--- src/rtl/wb_arbiter.sv ---
// Write-back arbiter for the register-file write port: the ALU/load pipeline always
// wins, mul/div results wait in a small FIFO and drain into idle write slots.
module wb_arbiter #(
  parameter int DEPTH        = 4,
  parameter int STARVE_LIMIT = 8
) (
  input  logic                       clk,
  input  logic                       rst_n,
  input  logic                       alu_wb_valid,
  input  logic [4:0]                 alu_wb_reg,
  input  logic [31:0]                alu_wb_data,
  input  logic                       md_valid,
  output logic                       md_ready,
  input  logic [4:0]                 md_reg,
  input  logic [31:0]                md_data,
  output logic                       wr_en,
  output logic [4:0]                 wr_reg,
  output logic [31:0]                wr_data,
  output logic                       stall_req,
  input  logic [4:0]                 q_reg1,
  input  logic [4:0]                 q_reg2,
  output logic                       pend_hit1,
  output logic                       pend_hit2,
  output logic [$clog2(DEPTH):0]     md_count
);

  localparam int PW = $clog2(DEPTH);
  localparam int CW = PW + 1;
  localparam int SW = $clog2(STARVE_LIMIT + 1);

  logic [4:0]       regMem_q  [DEPTH];
  logic [31:0]      dataMem_q [DEPTH];
  logic [DEPTH-1:0] slotVld_q, slotVld_d;
  logic [PW-1:0]    wrPtr_q, wrPtr_d;
  logic [PW-1:0]    rdPtr_q, rdPtr_d;
  logic [CW-1:0]    count_q, count_d;
  logic [SW-1:0]    starve_q, starve_d;
  logic             stall_q, stall_d;
  logic             wrEn_q, wrEn_d;
  logic [4:0]       wrReg_q, wrReg_d;
  logic [31:0]      wrData_q, wrData_d;

  logic empty, full, push, pop;
  logic hit1, hit2;

  assign empty = (count_q == '0);
  assign full  = (count_q == CW'(DEPTH));
  assign push  = md_valid && !full;
  assign pop   = !alu_wb_valid && !empty;

  // Next-state logic: FIFO bookkeeping, starvation guard and the output stage.
  always_comb begin
    count_d   = count_q;
    wrPtr_d   = wrPtr_q;
    rdPtr_d   = rdPtr_q;
    slotVld_d = slotVld_q;
    starve_d  = starve_q;
    stall_d   = stall_q;
    wrEn_d    = 1'b0;
    wrReg_d   = wrReg_q;
    wrData_d  = wrData_q;

    if (push && !pop) count_d = count_q + CW'(1);
    if (pop && !push) count_d = count_q - CW'(1);
    if (push) begin
      wrPtr_d            = wrPtr_q + PW'(1);
      slotVld_d[wrPtr_q] = 1'b1;
    end
    if (pop) begin
      rdPtr_d            = rdPtr_q + PW'(1);
      slotVld_d[rdPtr_q] = 1'b0;
    end

    if (empty || pop) begin
      starve_d = '0;
      stall_d  = 1'b0;
    end else begin
      if (alu_wb_valid && (starve_q != SW'(STARVE_LIMIT))) starve_d = starve_q + SW'(1);
      if (starve_d == SW'(STARVE_LIMIT)) stall_d = 1'b1;
    end

    // Writes to r0 are consumed but leave the previous address/data in place.
    if (alu_wb_valid) begin
      if (alu_wb_reg != 5'd0) begin
        wrEn_d   = 1'b1;
        wrReg_d  = alu_wb_reg;
        wrData_d = alu_wb_data;
      end
    end else if (pop) begin
      if (regMem_q[rdPtr_q] != 5'd0) begin
        wrEn_d   = 1'b1;
        wrReg_d  = regMem_q[rdPtr_q];
        wrData_d = dataMem_q[rdPtr_q];
      end
    end
  end

  always_ff @(posedge clk or negedge rst_n) begin
    if (!rst_n) begin
      slotVld_q <= '0;
      wrPtr_q   <= '0;
      rdPtr_q   <= '0;
      count_q   <= '0;
      starve_q  <= '0;
      stall_q   <= 1'b0;
      wrEn_q    <= 1'b0;
      wrReg_q   <= '0;
      wrData_q  <= '0;
    end else begin
      slotVld_q <= slotVld_d;
      wrPtr_q   <= wrPtr_d;
      rdPtr_q   <= rdPtr_d;
      count_q   <= count_d;
      starve_q  <= starve_d;
      stall_q   <= stall_d;
      wrEn_q    <= wrEn_d;
      wrReg_q   <= wrReg_d;
      wrData_q  <= wrData_d;
    end
  end

  // Payload storage needs no reset; slotVld_q qualifies every read.
  always_ff @(posedge clk) begin
    if (push) begin
      regMem_q[wrPtr_q]  <= md_reg;
      dataMem_q[wrPtr_q] <= md_data;
    end
  end

  always_comb begin
    hit1 = 1'b0;
    hit2 = 1'b0;
    for (int i = 0; i < DEPTH; i++) begin
      if (slotVld_q[i] && (regMem_q[i] == q_reg1)) hit1 = 1'b1;
      if (slotVld_q[i] && (regMem_q[i] == q_reg2)) hit2 = 1'b1;
    end
    if (wrEn_q && (wrReg_q == q_reg1)) hit1 = 1'b1;
    if (wrEn_q && (wrReg_q == q_reg2)) hit2 = 1'b1;
  end

  assign pend_hit1 = (q_reg1 != 5'd0) && hit1;
  assign pend_hit2 = (q_reg2 != 5'd0) && hit2;
  assign md_ready  = !full;
  assign md_count  = count_q;
  assign wr_en     = wrEn_q;
  assign wr_reg    = wrReg_q;
  assign wr_data   = wrData_q;
  assign stall_req = stall_q;

endmodule

--- config.mk ---
export PLATFORM = sky130hd
export DESIGN_NAME = wb_arbiter
export DESIGN_NICKNAME = d
export VERILOG_FILES = /design/src/rtl/wb_arbiter.sv
export SDC_FILE = /design/constraint.sdc
export NUM_CORES = 1
export LEC_CHECK = 0
export ABC_CLOCK_PERIOD_IN_PS = 2700
export BUFFER_PORTS_ARGS = -buffer_cell sky130_fd_sc_hd__buf_2
export CAP_MARGIN = 20
export CELL_PAD_IN_SITES_DETAIL_PLACEMENT = 0
export CELL_PAD_IN_SITES_GLOBAL_PLACEMENT = 1
export CORE_MARGIN = 2
export CORE_UTILIZATION = 48
export CTS_BUF_LIST = sky130_fd_sc_hd__clkbuf_16
export CTS_CLUSTER_DIAMETER = 120
export CTS_CLUSTER_SIZE = 28
export DETAILED_ROUTE_END_ITERATION = 8
export PLACE_DENSITY = 0.84
export SLEW_MARGIN = 20
export SYNTH_ARGS = -nofsm -noshare
export SYNTH_HDL_FRONTEND = slang
export SYNTH_SLANG_ARGS = --single-unit
--- constraint.sdc ---
create_clock -name clk -period 2.7 [get_ports clk]
set_clock_uncertainty 0.1 [all_clocks]
set_input_delay 0.81 -clock clk [delete_from_list [all_inputs] [get_ports clk]]
set_output_delay 0.81 -clock clk [all_outputs]
set_load 0.005 [all_outputs]
==> flow_summary.ini <==
[detailed_routing]
totalWireLength_mm = 18.7
via_per_inst = 5.52
drtPass1Iterations = 4
wl_per_cell_um = 20.7
drt_first_iter_violations = 332
ant_nets = 0
dr_total_vias = 4979
drc = 0

[job]
drv_cap = 0

[synth]
synth_seq_area_share_pct = 65.3
yosys_warnings = 0
ys_ff_latch = 202
syn_area_um2 = 8870
synth_flop_cell = edfxtp_1
ys_types = 39
synth_fp_nets = 605
synthCells = 505
synth_edf_count = 148
synthArstFlopShare_pct = 26.7
syn_avg_cell_area_um2 = 17.6

[cells_and_area]
regMostFlops = dataMem_q
area_growth_pct = 18.5
largest_reg_flops = 128
drive_above_1_share_pct = 46.3
fill_cells = 1406
nets = 766

[status]
status = finished with violations
violations = setup timing

[placement]
io_buffer_count = 132
dp_hpwl_mm = 13.2
place_congestion = 0.926

[clock_tree]
cts_buffers = 11
cts_tree = built
clk_latency_ns = 0.46
clockBufferDepth = 3
clk_pin_slew_worst_paths_ns = 0.11
root_buffer = clkbuf_16
htree_levels = 1
cts_sinks = 202

[floorplan]
die_h_um = 140
core-area_um2 = 18000
dieArea_um2 = 19600
io-pin-count = 133
dieWidth_um = 140
rows = 49
initial_core_util_pct = 49.2

[global_routing]
grt_overflow_total = 0
grt_usage_pct = 19.1
grt_pass1_vias = 5327
grt_max_degree = 32
grt_first_pass_wirelength_mm = 29.3
antenna_found_initial = 6

[timing]
final.min_clock_period_ns = 2.83
rsz0062_at_grt = yes
fin_crit_sh_pct = 105
worst_pin_slew_ns = 0.650
setup_violations = 2
max_freq_mhz = 353
worst_slack_ns = -0.132
slew_headroom_pct = 56.7
timing.final.max_slew_violations = 0
final_hold_viol_count = 0
hold_ws_ns = 0.252

[pwr]
powerDensity_nw_per_um2 = 935
cellLeakagePower_nw = 4.10
power.total_mw = 9.83
irDropWorstVdd_mv = 0.669

[critical_path]
arrival_ns = 1.92
critPathRequiredTime_ns = 1.79
crit_path_end_kind = primary output
cp_max_fo = 3
r2r_start = rdPtr_q[0]$_DFFE_PN0N_
crit_start = regMem_q[0][3]$_DFFE_PP_
regToRegSetupSlack_ns = 0.38
path_class = reg2out
startpoint_type = register

[min_path]
min_path_type = in2async
==> power breakdown <==
group	switching (mW)	internal [mW]	total, mW	leakage, nW
Clock	0.952	0.769	1.72	0.174
Combinational	1.50	1.87	3.37	1.93
Sequential	0.535	4.21	4.74	1.99
==> synth_stat cells, types with 5 or more instances <==
master    count  area [µm²]
xnor2_1      14         123
mux2_4       20         300
dfrtp_1      54        1350
buf_6         6        67.6
xor2_1       44         385
edfxtp_1    148        4440
buf_2         5        25.0
mux4_2       37         833
mux2_2       52         586
inv_1        12        45.0
clkbuf_1     17        63.8
nand2_1       7        26.3
ha_1         11         138
nor4_1       10        62.6
nor2_1        9        33.8
nand3_1      13        65.1
nor3_1        5        25.0
==> worst paths after layout <==
check | endpoint | depth (start not counted)
min in group clk | wr_data[21]$_DFFE_PN0P_ | 1
hold / removal | wr_data[5]$_DFFE_PN0P_ | 1
max in group asynchronous | rdPtr_q[0]$_DFFE_PN0N_ | 2
hold reg to reg | wr_data[21]$_DFFE_PN0P_ | 1
setup / recovery | pend_hit1 | 6
setup reg to reg | wr_data[24]$_DFFE_PN0P_ | 5
==> stage by stage <==
stage	worst slack (ns)	utilization, %	area, µm²	TNS (ns)	instances
floorplan	0.0487	-	8870	0	505
global placement	-0.132	55.4	9990	-3.05	865
detailed placement	-0.210	55.4	9990	-3.94	865
CTS	-0.144	57.8	10400	-0.247	891
global route	-0.237	58.3	10500	-0.452	900
finish	-0.132	58.4	10500	-0.244	902
==> critical path, cell delays in order (launching register included) <==
cell and delay (ns):
edfxtp_1 0.51, xor2_1 0.20, nor4_1 0.27, nand3_1 0.15, nand3_2 0.10, o22a_1 0.13, buf_2 0.11
==> cell families (layout without fill, tap and decap cells) <==
group	after synthesis	after routing	synth area share (%)
buffers and inverters	41	206	2.31
other	0	3	0
AOI/OAI and AO/OA	23	23	1.83
muxes	111	111	19.6
xor gates and xnor gates	58	58	5.72
adders and majority gates	12	12	1.78
DFF	202	202	65.3
and+or+nand+nor	58	58	3.45
==> cell type report <==
type	count	area (µm²)	area share (%)
well taps	229	287	2.72
diodes	3	7.51	0.0714
flip-flops and latches	202	5800	55.1
clock buffers	11	275	2.62
multi-input cells	262	2920	27.8
repair buffers	177	1140	10.8
clock inverters	6	48.8	0.464
inverters	12	45.0	0.428
==> repair_timing <==
action | 4_1_cts | 5_1_grt
hold buffers | 0 | 0
setup buffers | 9 | 8
resized for setup | 13 | 6
endpoints found under the setup margin | 2 | 2
endpoints found under the hold margin | 0 | 0
pin swaps | 8 | 14
==> layer usage <==
metal | GRT usage [%] | up-vias | wire length, µm
met5 | 0 | - | 41
met4 | 4.21 | 6 | 355
met3 | 4.14 | 37 | 1080
met2 | 31.7 | 132 | 9130
met1 | 26.4 | 2548 | 8050
li1 | - | 2256 | -
==> placed cells by master, fill, tap and decap left out, types with 2 or more instances in the layout <==
cell / count
a211oi_1: 2
a21oi_1: 4
a2bb2oi_1: 4
and3_2: 4
buf_12: 7
buf_2: 127
buf_4: 34
buf_6: 6
buf_8: 2
clkbuf_16: 11
dfrtp_1: 52
dfrtp_2: 2
diode_2: 3
edfxtp_1: 148
ha_1: 11
inv_1: 17
mux2_2: 52
mux2_4: 20
mux2i_1: 2
mux4_2: 37
nand2_1: 7
nand3_1: 11
nand3_2: 2
nor2_1: 9
nor2b_1: 2
nor3_1: 5
nor4_1: 8
nor4_2: 2
o21ai_0: 4
o22a_1: 2
or4_1: 3
xnor2_1: 14
xor2_1: 44
Note: power is estimated with default switching activity, not from simulation.
